$ cat src/rtl/decode_stage.sv
// decode_stage: registered ISSUE_W-lane decoder with two-entry skid buffer (ready/valid)
// Optional feature macro: DECODE_ILLEGAL_EN (flag unrecognised opcodes, squash younger lanes)
// Ports:
//   clk_i, rst_i (async, active-high), flush_i      clock, reset, discard all bundles
//   in_valid_i / in_ready_o                          input bundle handshake
//   in_lane_valid_i, in_instr_i, in_pc_i             fetch bundle (lane 0 oldest, lane k pc = pc+4k)
//   out_valid_o / out_ready_i                        output bundle handshake
//   out_lane_valid_o, out_ctrl_o, out_rd_o,
//   out_rs1_o, out_rs2_o, out_imm_o, out_pc_o,
//   out_illegal_o                                    decoded per-lane fields
// Control words: NOP=0, ALUI=1, ALUR=2, LUI=3, AUIPC=4.
module decode_stage #(
    parameter int ISSUE_W = 2,
    parameter int XLEN    = 32,
    parameter int CTRL_W  = 4
) (
    input  logic                     clk_i,
    input  logic                     rst_i,
    input  logic                     flush_i,
    input  logic                     in_valid_i,
    output logic                     in_ready_o,
    input  logic [ISSUE_W-1:0]       in_lane_valid_i,
    input  logic [ISSUE_W*XLEN-1:0]  in_instr_i,
    input  logic [XLEN-1:0]          in_pc_i,
    output logic                     out_valid_o,
    input  logic                     out_ready_i,
    output logic [ISSUE_W-1:0]       out_lane_valid_o,
    output logic [ISSUE_W*CTRL_W-1:0] out_ctrl_o,
    output logic [ISSUE_W*5-1:0]     out_rd_o,
    output logic [ISSUE_W*5-1:0]     out_rs1_o,
    output logic [ISSUE_W*5-1:0]     out_rs2_o,
    output logic [ISSUE_W*XLEN-1:0]  out_imm_o,
    output logic [ISSUE_W*XLEN-1:0]  out_pc_o,
    output logic [ISSUE_W-1:0]       out_illegal_o
);
    localparam logic [6:0] OP_ALUI  = 7'h13;
    localparam logic [6:0] OP_ALUR  = 7'h33;
    localparam logic [6:0] OP_LUI   = 7'h37;
    localparam logic [6:0] OP_AUIPC = 7'h17;
    localparam logic [CTRL_W-1:0] CTRL_NOP   = CTRL_W'(0);
    localparam logic [CTRL_W-1:0] CTRL_ALUI  = CTRL_W'(1);
    localparam logic [CTRL_W-1:0] CTRL_ALUR  = CTRL_W'(2);
    localparam logic [CTRL_W-1:0] CTRL_LUI   = CTRL_W'(3);
    localparam logic [CTRL_W-1:0] CTRL_AUIPC = CTRL_W'(4);

    typedef struct packed {
        logic [ISSUE_W-1:0]        lv;
        logic [ISSUE_W*CTRL_W-1:0] ctrl;
        logic [ISSUE_W*5-1:0]      rd;
        logic [ISSUE_W*5-1:0]      rs1;
        logic [ISSUE_W*5-1:0]      rs2;
        logic [ISSUE_W*XLEN-1:0]   imm;
        logic [ISSUE_W*XLEN-1:0]   pc;
        logic [ISSUE_W-1:0]        ill;
    } bundle_t;

    typedef enum logic [1:0] {EMPTY, ONE, FULL} state_t;

    state_t            state_q;
    bundle_t           or_q;
    bundle_t           sk_q;
    bundle_t           dec;
    logic              out_valid_q;
    logic              in_ready_q;
    logic [XLEN-1:0]   ins_c;
    logic [XLEN-1:0]   imm_c;
    logic [CTRL_W-1:0] ctl_c;
    logic              lv_c;
`ifdef DECODE_ILLEGAL_EN
    logic              kill_c;
`endif

    always_comb begin
        dec = '0;
        ins_c = '0;
        imm_c = '0;
        ctl_c = CTRL_NOP;
        lv_c = 1'b0;
`ifdef DECODE_ILLEGAL_EN
        kill_c = 1'b0;
`endif
        for (int k = 0; k < ISSUE_W; k++) begin
            ins_c = in_instr_i[k*XLEN +: XLEN];
            ctl_c = ins_c[6:0] == OP_ALUI  ? CTRL_ALUI  :
                    ins_c[6:0] == OP_ALUR  ? CTRL_ALUR  :
                    ins_c[6:0] == OP_LUI   ? CTRL_LUI   :
                    ins_c[6:0] == OP_AUIPC ? CTRL_AUIPC : CTRL_NOP;
            imm_c = ctl_c == CTRL_ALUI ? XLEN'($signed(ins_c[31:20])) :
                    (ctl_c == CTRL_LUI || ctl_c == CTRL_AUIPC) ? XLEN'($signed({ins_c[31:12], 12'b0})) : '0;
`ifdef DECODE_ILLEGAL_EN
            // the first illegal lane squashes every younger lane of its bundle
            lv_c = in_lane_valid_i[k] & ~kill_c;
            dec.ill[k] = lv_c & (ctl_c == CTRL_NOP);
            kill_c = kill_c | dec.ill[k];
`else
            lv_c = in_lane_valid_i[k];
`endif
            dec.lv[k] = lv_c;
            dec.ctrl[k*CTRL_W +: CTRL_W] = lv_c ? ctl_c : CTRL_NOP;
            dec.imm[k*XLEN +: XLEN] = lv_c ? imm_c : '0;
            dec.rd[k*5 +: 5] = ins_c[11:7];
            dec.rs1[k*5 +: 5] = ins_c[19:15];
            dec.rs2[k*5 +: 5] = ins_c[24:20];
            dec.pc[k*XLEN +: XLEN] = in_pc_i + XLEN'(4 * k);
        end
    end

    // in_ready is a flop so issue-side backpressure never reaches fetch combinationally
    always_ff @(posedge clk_i or posedge rst_i) begin
        if (rst_i) begin
            state_q <= EMPTY;
            or_q <= '0;
            sk_q <= '0;
            out_valid_q <= 1'b0;
            in_ready_q <= 1'b1;
        end else if (flush_i) begin
            state_q <= EMPTY;
            out_valid_q <= 1'b0;
            in_ready_q <= 1'b1;
        end else begin
            case (state_q)
                EMPTY: if (in_valid_i) begin
                    or_q <= dec;
                    state_q <= ONE;
                    out_valid_q <= 1'b1;
                end
                ONE: if (in_valid_i && out_ready_i) begin
                    or_q <= dec;
                end else if (in_valid_i) begin
                    sk_q <= dec;
                    state_q <= FULL;
                    in_ready_q <= 1'b0;
                end else if (out_ready_i) begin
                    state_q <= EMPTY;
                    out_valid_q <= 1'b0;
                end
                FULL: if (out_ready_i) begin
                    or_q <= sk_q;
                    state_q <= ONE;
                    in_ready_q <= 1'b1;
                end
                default: begin
                    state_q <= EMPTY;
                    out_valid_q <= 1'b0;
                    in_ready_q <= 1'b1;
                end
            endcase
        end
    end

    assign in_ready_o       = in_ready_q;
    assign out_valid_o      = out_valid_q;
    assign out_lane_valid_o = or_q.lv;
    assign out_ctrl_o       = or_q.ctrl;
    assign out_rd_o         = or_q.rd;
    assign out_rs1_o        = or_q.rs1;
    assign out_rs2_o        = or_q.rs2;
    assign out_imm_o        = or_q.imm;
    assign out_pc_o         = or_q.pc;
    assign out_illegal_o    = or_q.ill;
endmodule

$ cat config.mk
export PLATFORM = sky130hd
export DESIGN_NAME = decode_stage
export DESIGN_NICKNAME = d
export VERILOG_FILES = /design/src/rtl/decode_stage.sv
export SDC_FILE = /design/constraint.sdc
export NUM_CORES = 1
export LEC_CHECK = 0
export BUFFER_PORTS_ARGS = -buffer_cell sky130_fd_sc_hd__buf_2
export CAP_MARGIN = 20
export CORE_ASPECT_RATIO = 0.7
export CORE_MARGIN = 4
export CORE_UTILIZATION = 25
export CTS_CLUSTER_DIAMETER = 30
export DETAILED_ROUTE_END_ITERATION = 12
export MAX_ROUTING_LAYER = met4
export SLEW_MARGIN = 25
export SYNTH_ARGS = -nofsm -noshare
export SYNTH_HDL_FRONTEND = slang
export SYNTH_SLANG_ARGS = --single-unit
$ cat constraint.sdc
create_clock -name clk_i -period 10.75 [get_ports clk_i]
set_input_delay 0.5375 -clock clk_i [delete_from_list [all_inputs] [get_ports clk_i]]
set_output_delay 0.5375 -clock clk_i [all_outputs]
set_load 0.01 [all_outputs]
== Word-level counts from Yosys, hierarchy flattened ==
Index checks and enable logic that the tools add are counted.
Operators by class
  equal/unequal tests: 28
  add/sub/neg operators: 1
  reductions and logical operators: 10
  bitwise gates (word level): 2
  mux-type cells: 38
Operator list (number)
  2-to-1 mux 170 bit: 3
  case mux 170 bit (3 select lines): 1
  2-to-1 mux 32 bit: 6
  adder 32 x 3 -> 32 bit (second input constant): 1
  2-to-1 mux 3 bit: 10
  equality test 7 x 5 -> 1 bit (second input constant): 4
  equality test 7 x 6 -> 1 bit (second input constant): 4
  != test 3 bit (second input constant): 6
  2-to-1 mux 2 bit: 6
  AND reduction 4 bit: 3
  != test 2 bit (second input constant): 5
  AND reduction 5 bit: 2
  2-to-1 mux 1 bit: 9
  equality test 3 x 1 -> 1 bit (second input constant): 2
  equality test 3 x 2 -> 1 bit (second input constant): 2
  equality test 3 bit (second input constant): 2
  case mux 1 bit (3 select lines): 2
  case mux 2 bit (3 select lines): 1
  != test 4 bit (second input constant): 1
  nonzero test 3 bit: 1
  equality test 2 x 1 -> 1 bit (second input constant): 1
  equality test 2 bit (second input constant): 1
  zero test 2 bit: 1
  logical OR 1 bit: 2
  2 further kinds: 3
Word-level totals
  register bits: 342
  input bits: 103
  logic and storage cells: 97
  output and inout port bits: 172

== Longest topological paths before layout ==
Gate-level depths: netlist (run 1).
  depth after elaboration: 12
  gate-level depth with buffers: 9

== Least setup slack after synthesis (run 1) ==
Ideal clock, no wire load.
  path type: input to register
  from: input port in_pc_i[4]
  to: register or_q (netlist bit out_pc_o[57])
  path buffers: 2
  setup slack: 8.799 ns
  arrival: 1.882 ns
  setup time: 0.069 ns
  stages on the path: 7
  required time: 10.681 ns
  path through: buf_2 and4_4 and3_1 buf_4 nand4_4 or4_1 nand3_1
Between the ends
  longest elaborated chain between the ends: 3
RTL lines
  start, declared: RTL line 24  | input logic [XLEN-1:0] in_pc_i,
  adder 32 x 3 -> 32 bit (*): RTL line 104  | dec.pc[k*XLEN +: XLEN] = in_pc_i + XLEN'(4 * k);
  2-to-1 mux 170 bit (on tied branches): RTL line 127, 122
  case mux 170 bit (3 select lines) (*): RTL line 121  | case (state_q)
  end signal, assigned: RTL line 138  | or_q <= sk_q;
  end, declared: RTL line 60  | bundle_t or_q;
Mark *: on every way between the ends. The rest lies on a longest branch, timed or not. The select of a mux whose other input is x is not followed.
A chain may end at the register's enable or synchronous reset.

== Worst setup path in the final report (run 1) ==
  from: register state_q[1]
  to: register or_q (netlist bit out_imm_o[31])
Between the ends
  longest elaborated chain between the ends: 3
RTL lines
  start, declared: RTL line 59  | state_t state_q;
  start signal, assigned: RTL line 111  | state_q <= EMPTY;
  start signal, assigned: RTL line 117  | state_q <= EMPTY;
  start signal, assigned: RTL line 124  | state_q <= ONE;
  equality test 2 x 1 -> 1 bit (tied with other cells): RTL line 121
  != test 2 bit (no source line) / nonzero test 3 bit (equally long branches)
  AND reduction 5 bit (no source line)
Parallel ways exist; a longest one is shown, timed or not.

==> impl_metrics.py, run 1 <==
metrics = {
    "power_and_ir_drop": {
        "power.density_nw_per_um2": 229,
        "p_switching_w": 0.00117,
        "ir_drop_uv": 116,
        "p_leak_nw": 9.38,
        "p_int_w": 0.00336,
        "power_frac_seq_pct": 34.1,
        "p_sw_share_pct": 25.9,
        "p_clk_share_pct": 54.7,
        "pwr-share-comb_pct": 11.2,
        "power_w": 0.00453,
    },
    "setup_path": {
        "critPathMaxFanout": 85,
        "critPathArrivalTime_ns": 4.46,
        "worst_setup_path_start_kind": "flip-flop",
        "crit_slowest_cell": "buf_4",
        "crit_type": "reg2reg",
        "crit_top_cell": "buf_4",
        "worstSetupEndpointType": "flip-flop",
        "reg2reg_depth": 7,
        "crit_cells": 7,
        "worstPathRequired_ns": 11.22,
        "cp.buffers_inverters": 3,
        "critical_path.cell_chain": "mux2i_1, o2bb2ai_1, nor2b_4, buf_4, buf_4, buf_4, mux2_2",
        "cp_top_family": "buffers and inverters",
        "cpPeakStageDelay_ns": 0.80,
    },
    "worst_hold_path": {
        "hold_class": "in2async",
    },
    "synth": {
        "yosysSeqAreaShare_pct": 55.6,
        "synth-main-ff-cell": "dfrtp_1",
        "async_flop_share_pct": 100,
        "yosysWarnings": 0,
        "synth_edf_count": 0,
        "syn_area_um2": 14900,
        "yosysUniqueCellTypes": 58,
        "netlist_instances": 1718,
        "synth-seq-cells": 332,
        "avgSynthCellArea_um2": 8.69,
    },
    "sta": {
        "rsz0062_at_grt": "no",
        "maxSlewViolCount": 0,
        "setup_ws_ns": 6.76,
        "hold_violations": 0,
        "skew_ns": 0.0214,
        "timing.setup.tns_ns": 0,
        "setup_viol": 0,
        "fin_crit_sh_pct": 37.1,
        "worst_pin_slew_ns": 0.963,
        "fin_crit_ns": 3.99,
        "slew_headroom_pct": 35.6,
        "fmax_mhz": 251,
    },
    "place": {
        "dp_hpwl_um": 31800,
        "place.gp.congestion": 0.842,
        "place_ws_ns": 6.63,
        "place_area_um2": 16900,
        "io_buffers": 270,
    },
    "clock_network": {
        "htreeDepth": 3,
        "postCtsSetupBuffers": 0,
        "cts_sinks": 332,
        "clkSlewWorstSetupHoldPaths_ns": 0.04,
        "numCtsBuffers": 84,
        "cts_hold_buf": 0,
        "cts-resized-gates": 0,
        "cts_buffer_depth": 3,
        "clk_latency_ns": 0.59,
        "cts_tree": "done",
        "clockRootBuffer": "clkbuf_16",
    },
    "die": {
        "dieHeight_um": 212,
        "die_area_um2": 63800,
        "initial_core_util_pct": 25.4,
        "rows": 74,
        "num_io_pins": 275,
        "die_w_um": 300,
        "design.core.area_um2": 58700,
    },
    "routing": {
        "antenna_left": 0,
        "drc": 0,
        "viasPerCell": 4.69,
        "drt_iter0_drc": 835,
        "dr.pass1.iters": 7,
        "wl_um": 48900,
        "drt-wirelength-per-cell_um": 17.3,
        "num_vias": 13200,
    },
    "final_layout": {
        "final_cell_mix": "nand2_1, dfrtp_1, buf_2",
        "fin_area_um2": 19800,
        "layout_commonest_cell": "nand2_1",
        "area_growth_pct": 32.6,
        "drive_above_1_share_pct": 22.4,
        "nets": 2064,
    },
    "status": {
        "status": "finished, final reports clean",
    },
    "global_routing": {
        "grt_pass1_wl_um": 75800,
        "antenna_found_initial": 4,
        "grt-ovfl-total": 0,
        "grt_start_max_net_pins": 155,
        "grt_pass1_vias": 13000,
        "grtUsageTotal_pct": 15.6,
    },
    "job": {
        "maxCapViolCount": 0,
    },
}
worst paths after layout:
path                           startpoint            end  slack [ns]
setup reg to reg               state_q[1]  out_imm_o[31]        6.76
min in group clk_i         in_instr_i[43]      sk_q[159]        0.17
setup / recovery               state_q[1]  out_imm_o[31]        6.76
hold reg to reg                  sk_q[77]       sk_q[77]        0.46
max in group asynchronous           rst_i      sk_q[105]        9.26
hold / removal                      rst_i   out_pc_o[23]        0.09
synthesized netlist by cell type, types with 3 or more instances:
cell type	number	area share (%)
o21ai_0	103	3.5
nor4_1	4	0.17
nand2b_1	6	0.25
nor3_1	16	0.54
xor2_1	15	0.88
a31oi_1	92	3.9
and4_1	5	0.29
a21oi_1	69	2.3
and3_1	11	0.46
o21ai_1	11	0.37
nor2_1	132	3.3
o211ai_1	34	1.7
inv_1	8	0.20
nand3_1	72	2.4
and2_1	3	0.13
nor4_2	3	0.25
buf_1	6	0.15
nor2b_1	4	0.17
buf_2	48	1.6
mux2i_1	21	1.4
buf_4	9	0.45
a21o_1	5	0.25
dfrtp_1	331	55
clkbuf_1	75	1.9
nand4_1	7	0.29
o21a_1	3	0.15
nand2_1	573	14
a211oi_1	5	0.25
o31ai_1	5	0.25
xnor2_1	10	0.59
layer usage:
metal / share of wire [%] / track usage, % / routed length (um)
met5: 0 / - / 0
met3: 8.4 / 5.12 / 4120
met4: 2.2 / 4.49 / 1090
met1: 48 / 21.5 / 23200
met2: 42 / 21.7 / 20400
final cells by class:
cell class,count,area (um2)
repair buffers,292,1600
inverters,8,37.5
fillers,6123,38900
multi-input cells,1242,6040
clock inverters,37,427
diodes,4,10.0
well taps,798,998
flip-flops and latches,332,8310
clock buffers,111,2380
power by group through the flow:
stage                     sequential, W  clock, W  combinational (W)
after global placement          0.00156         0           0.000503
after detailed placement        0.00156         0           0.000518
after global routing            0.00157   0.00261           0.000578
final                           0.00155   0.00248           0.000508
after CTS                       0.00155   0.00254           0.000520
after floorplan                 0.00159         0           0.000247
state kept, by name (all words and copies together), names as in the netlist:
name              cells
state_q               2
sk_q                164
out_pc_o             62
out_ctrl_o            6
out_lane_valid_o      2
out_rd_o             10
out_valid_o           1
out_imm_o            64
out_rs2_o            10
out_rs1_o            10
in_ready_o            1
kinds of logic (layout without fill, tap and decap cells):
group	count (synthesis)	count (layout)	share of synthesized area (%)
mux	22	22	1.48
xor+xnor	25	25	1.47
other cells	1	8	0.0251
flops	332	332	55.6
compound gates	336	336	13.1
simple gates	854	854	23.8
fa+ha+maj	1	1	0.0838
buf+inv	147	448	4.33
metrics by stage:
step	std cells	hold WS (ns)	utilization, %
2_1_floorplan	1721	0.430	-
5_1_grt	2824	0.122	33.7
6_report	2824	0.0879	33.7
3_5_place_dp	2670	0.449	28.9
4_1_cts	2818	0.0795	33.7
3_3_place_gp	2668	0.442	28.8
Note: power is estimated with default switching activity, not from simulation.
==> run 2: changes to the inputs <==
clock period = 3.4 ns   (was 10.75 ns; I/O delays follow)
==> run 2 against run 1 <==
  * Design area increased by 5.2%
  * Final cell count increased by 3.4%
  * Non-clock buffer count increased by 102
  * Core utilization increased by 1.8 points
  * Hold slack improved by 0.067 ns
  * Critical path type unchanged
  * Clock power increased to 3.1 times the previous value
  * Setup slack got worse by 5.8 ns
  * Critical path depth decreased by 2
  * Routed wire length increased by 2.0%
  * Sequential cell count unchanged
  * Die area unchanged
  * Clock skew decreased by 0.0075 ns
==> impl_metrics.py, run 2 (synthesis gave the netlist of run 1 again) <==
metrics = {
    "global_routing": {
        "grt_start_max_net_pins": 135,
        "grtUsageTotal_pct": 16.0,
        "antenna_found_initial": 5,
        "grt_pass1_vias": 13700,
        "grt-ovfl-total": 0,
        "grt_pass1_wl_um": 78800,
    },
    "routing": {
        "num_vias": 13800,
        "drc": 0,
        "dr.pass1.iters": 7,
        "antenna_left": 0,
        "drt-wirelength-per-cell_um": 17.1,
        "drt_iter0_drc": 953,
        "wl_um": 49900,
        "viasPerCell": 4.72,
    },
    "power_and_ir_drop": {
        "power_frac_seq_pct": 34.1,
        "p_int_w": 0.0105,
        "power.density_nw_per_um2": 689,
        "p_sw_share_pct": 26.9,
        "pwr-share-comb_pct": 11.9,
        "ir_drop_uv": 319,
        "p_switching_w": 0.00386,
        "p_leak_nw": 9.81,
        "p_clk_share_pct": 54.0,
    },
    "place": {
        "place.gp.congestion": 0.797,
        "place_area_um2": 17200,
        "io_buffers": 270,
        "dp_hpwl_um": 32200,
        "place_ws_ns": 1.06,
    },
    "clock_network": {
        "clkSlewWorstSetupHoldPaths_ns": 0.04,
        "cts_buffer_depth": 3,
        "postCtsSetupBuffers": 0,
        "clk_latency_ns": 0.59,
        "cts_sinks": 332,
        "cts-resized-gates": 0,
        "cts_hold_buf": 92,
        "cts_tree": "done",
        "htreeDepth": 3,
        "numCtsBuffers": 77,
        "clockRootBuffer": "clkbuf_16",
    },
    "die": {
        "die_area_um2": 63800,
        "die_w_um": 300,
        "num_io_pins": 275,
        "design.core.area_um2": 58700,
        "dieHeight_um": 212,
        "initial_core_util_pct": 25.4,
        "rows": 74,
    },
    "setup_path": {
        "critPathMaxFanout": 134,
        "worstPathRequired_ns": 3.86,
        "crit_type": "reg2reg",
        "worstSetupEndpointType": "flip-flop",
        "critPathArrivalTime_ns": 2.87,
        "worst_setup_path_start_kind": "flip-flop",
    },
    "final_layout": {
        "fin_util_pct": 35.5,
        "drive_above_1_share_pct": 21.8,
        "largest_reg_flops": 164,
        "fillers": 5954,
        "largest_register": "sk_q",
        "area_growth_pct": 39.5,
        "layout_commonest_cell": "nand2_1",
        "final_cell_mix": "nand2_1, dfrtp_1, buf_2",
        "fin_area_um2": 20800,
        "nets": 2159,
    },
    "sta": {
        "whs_ns": 0.154,
        "hold_violations": 0,
        "timing.setup.tns_ns": 0,
        "setup_ws_ns": 0.988,
        "setup_viol": 0,
        "fin_crit_ns": 2.41,
        "maxSlewViolCount": 0,
        "rsz0062_at_grt": "no",
        "fmax_mhz": 415,
        "skew_ns": 0.0140,
        "worst_pin_slew_ns": 0.951,
        "slew_headroom_pct": 36.4,
        "fin_crit_sh_pct": 70.9,
    },
    "status": {
        "status": "finished, final reports clean",
    },
    "worst_hold_path": {
        "hold_class": "in2reg",
    },
    "job": {
        "maxCapViolCount": 0,
    },
}
==> run 2: cell count changes in the layout (fill, tap and decap cells not counted), sizes merged, moves of 3 or more <==
| cell | change |
|---|---|
| clkbuf | -17 |
| buf | +10 |
| inv | +4 |
| clkinv | +3 |
| dlygate4sd3 | +92 |
==> run 2: worst max-delay path: stages (launching register included) <==
cell and delay [ns]:
dfrtp_1 0.52, mux2i_1 0.15, o2bb2ai_1 0.32, nor2b_4 0.29, buf_12 0.39, mux2_2 0.40
==> run 2: metal layers <==
metal	global-route usage (%)	vias up	wire length, um
met1	21.4	6685	22700
met4	5.23	0	1160
li1	-	6472	-
met5	-	-	0
met2	23.2	519	21700
met3	4.89	104	4300
==> run 2: final timing paths <==
path                            endpoint  slack (ns)  cells past startpoint      startpoint
setup / recovery           out_imm_o[31]        0.99                      5      state_q[1]
hold / removal                 sk_q[166]        0.15                      3  in_instr_i[34]
setup reg to reg           out_imm_o[31]        0.99                      5      state_q[1]
hold reg to reg                 sk_q[77]        0.45                      2        sk_q[77]
max in group asynchronous  out_imm_o[12]        2.24                      5           rst_i
min in group asynchronous    out_pc_o[3]        0.18                      3           rst_i
==> run 2: area by class of cell <==
cell class	count	area, um2	share of cell area, %
well taps	798	998	4.79
diodes	5	12.5	0.0600
repair buffers	394	2690	12.9
clock buffers	94	2130	10.2
flip-flops and latches	332	8310	39.9
clock inverters	48	619	2.97
inverters	8	33.8	0.162
multi-input cells	1242	6040	29.0
==> run 2: metrics by stage <==
stage               cells  total power, W
finish               2921          0.0144
global route         2921          0.0150
CTS                  2916          0.0146
detailed placement   2682         0.00661
global placement     2681         0.00654
floorplan            1721         0.00580
==> run 2: power by group through the flow <==
stage          combinational, W  sequential [W]  clock, W
2_1_floorplan          0.000780         0.00502         0
3_3_place_gp            0.00161         0.00493         0
3_5_place_dp            0.00165         0.00495         0
4_1_cts                 0.00174         0.00490   0.00792
5_1_grt                 0.00193         0.00497   0.00814
6_report                0.00170         0.00490   0.00775
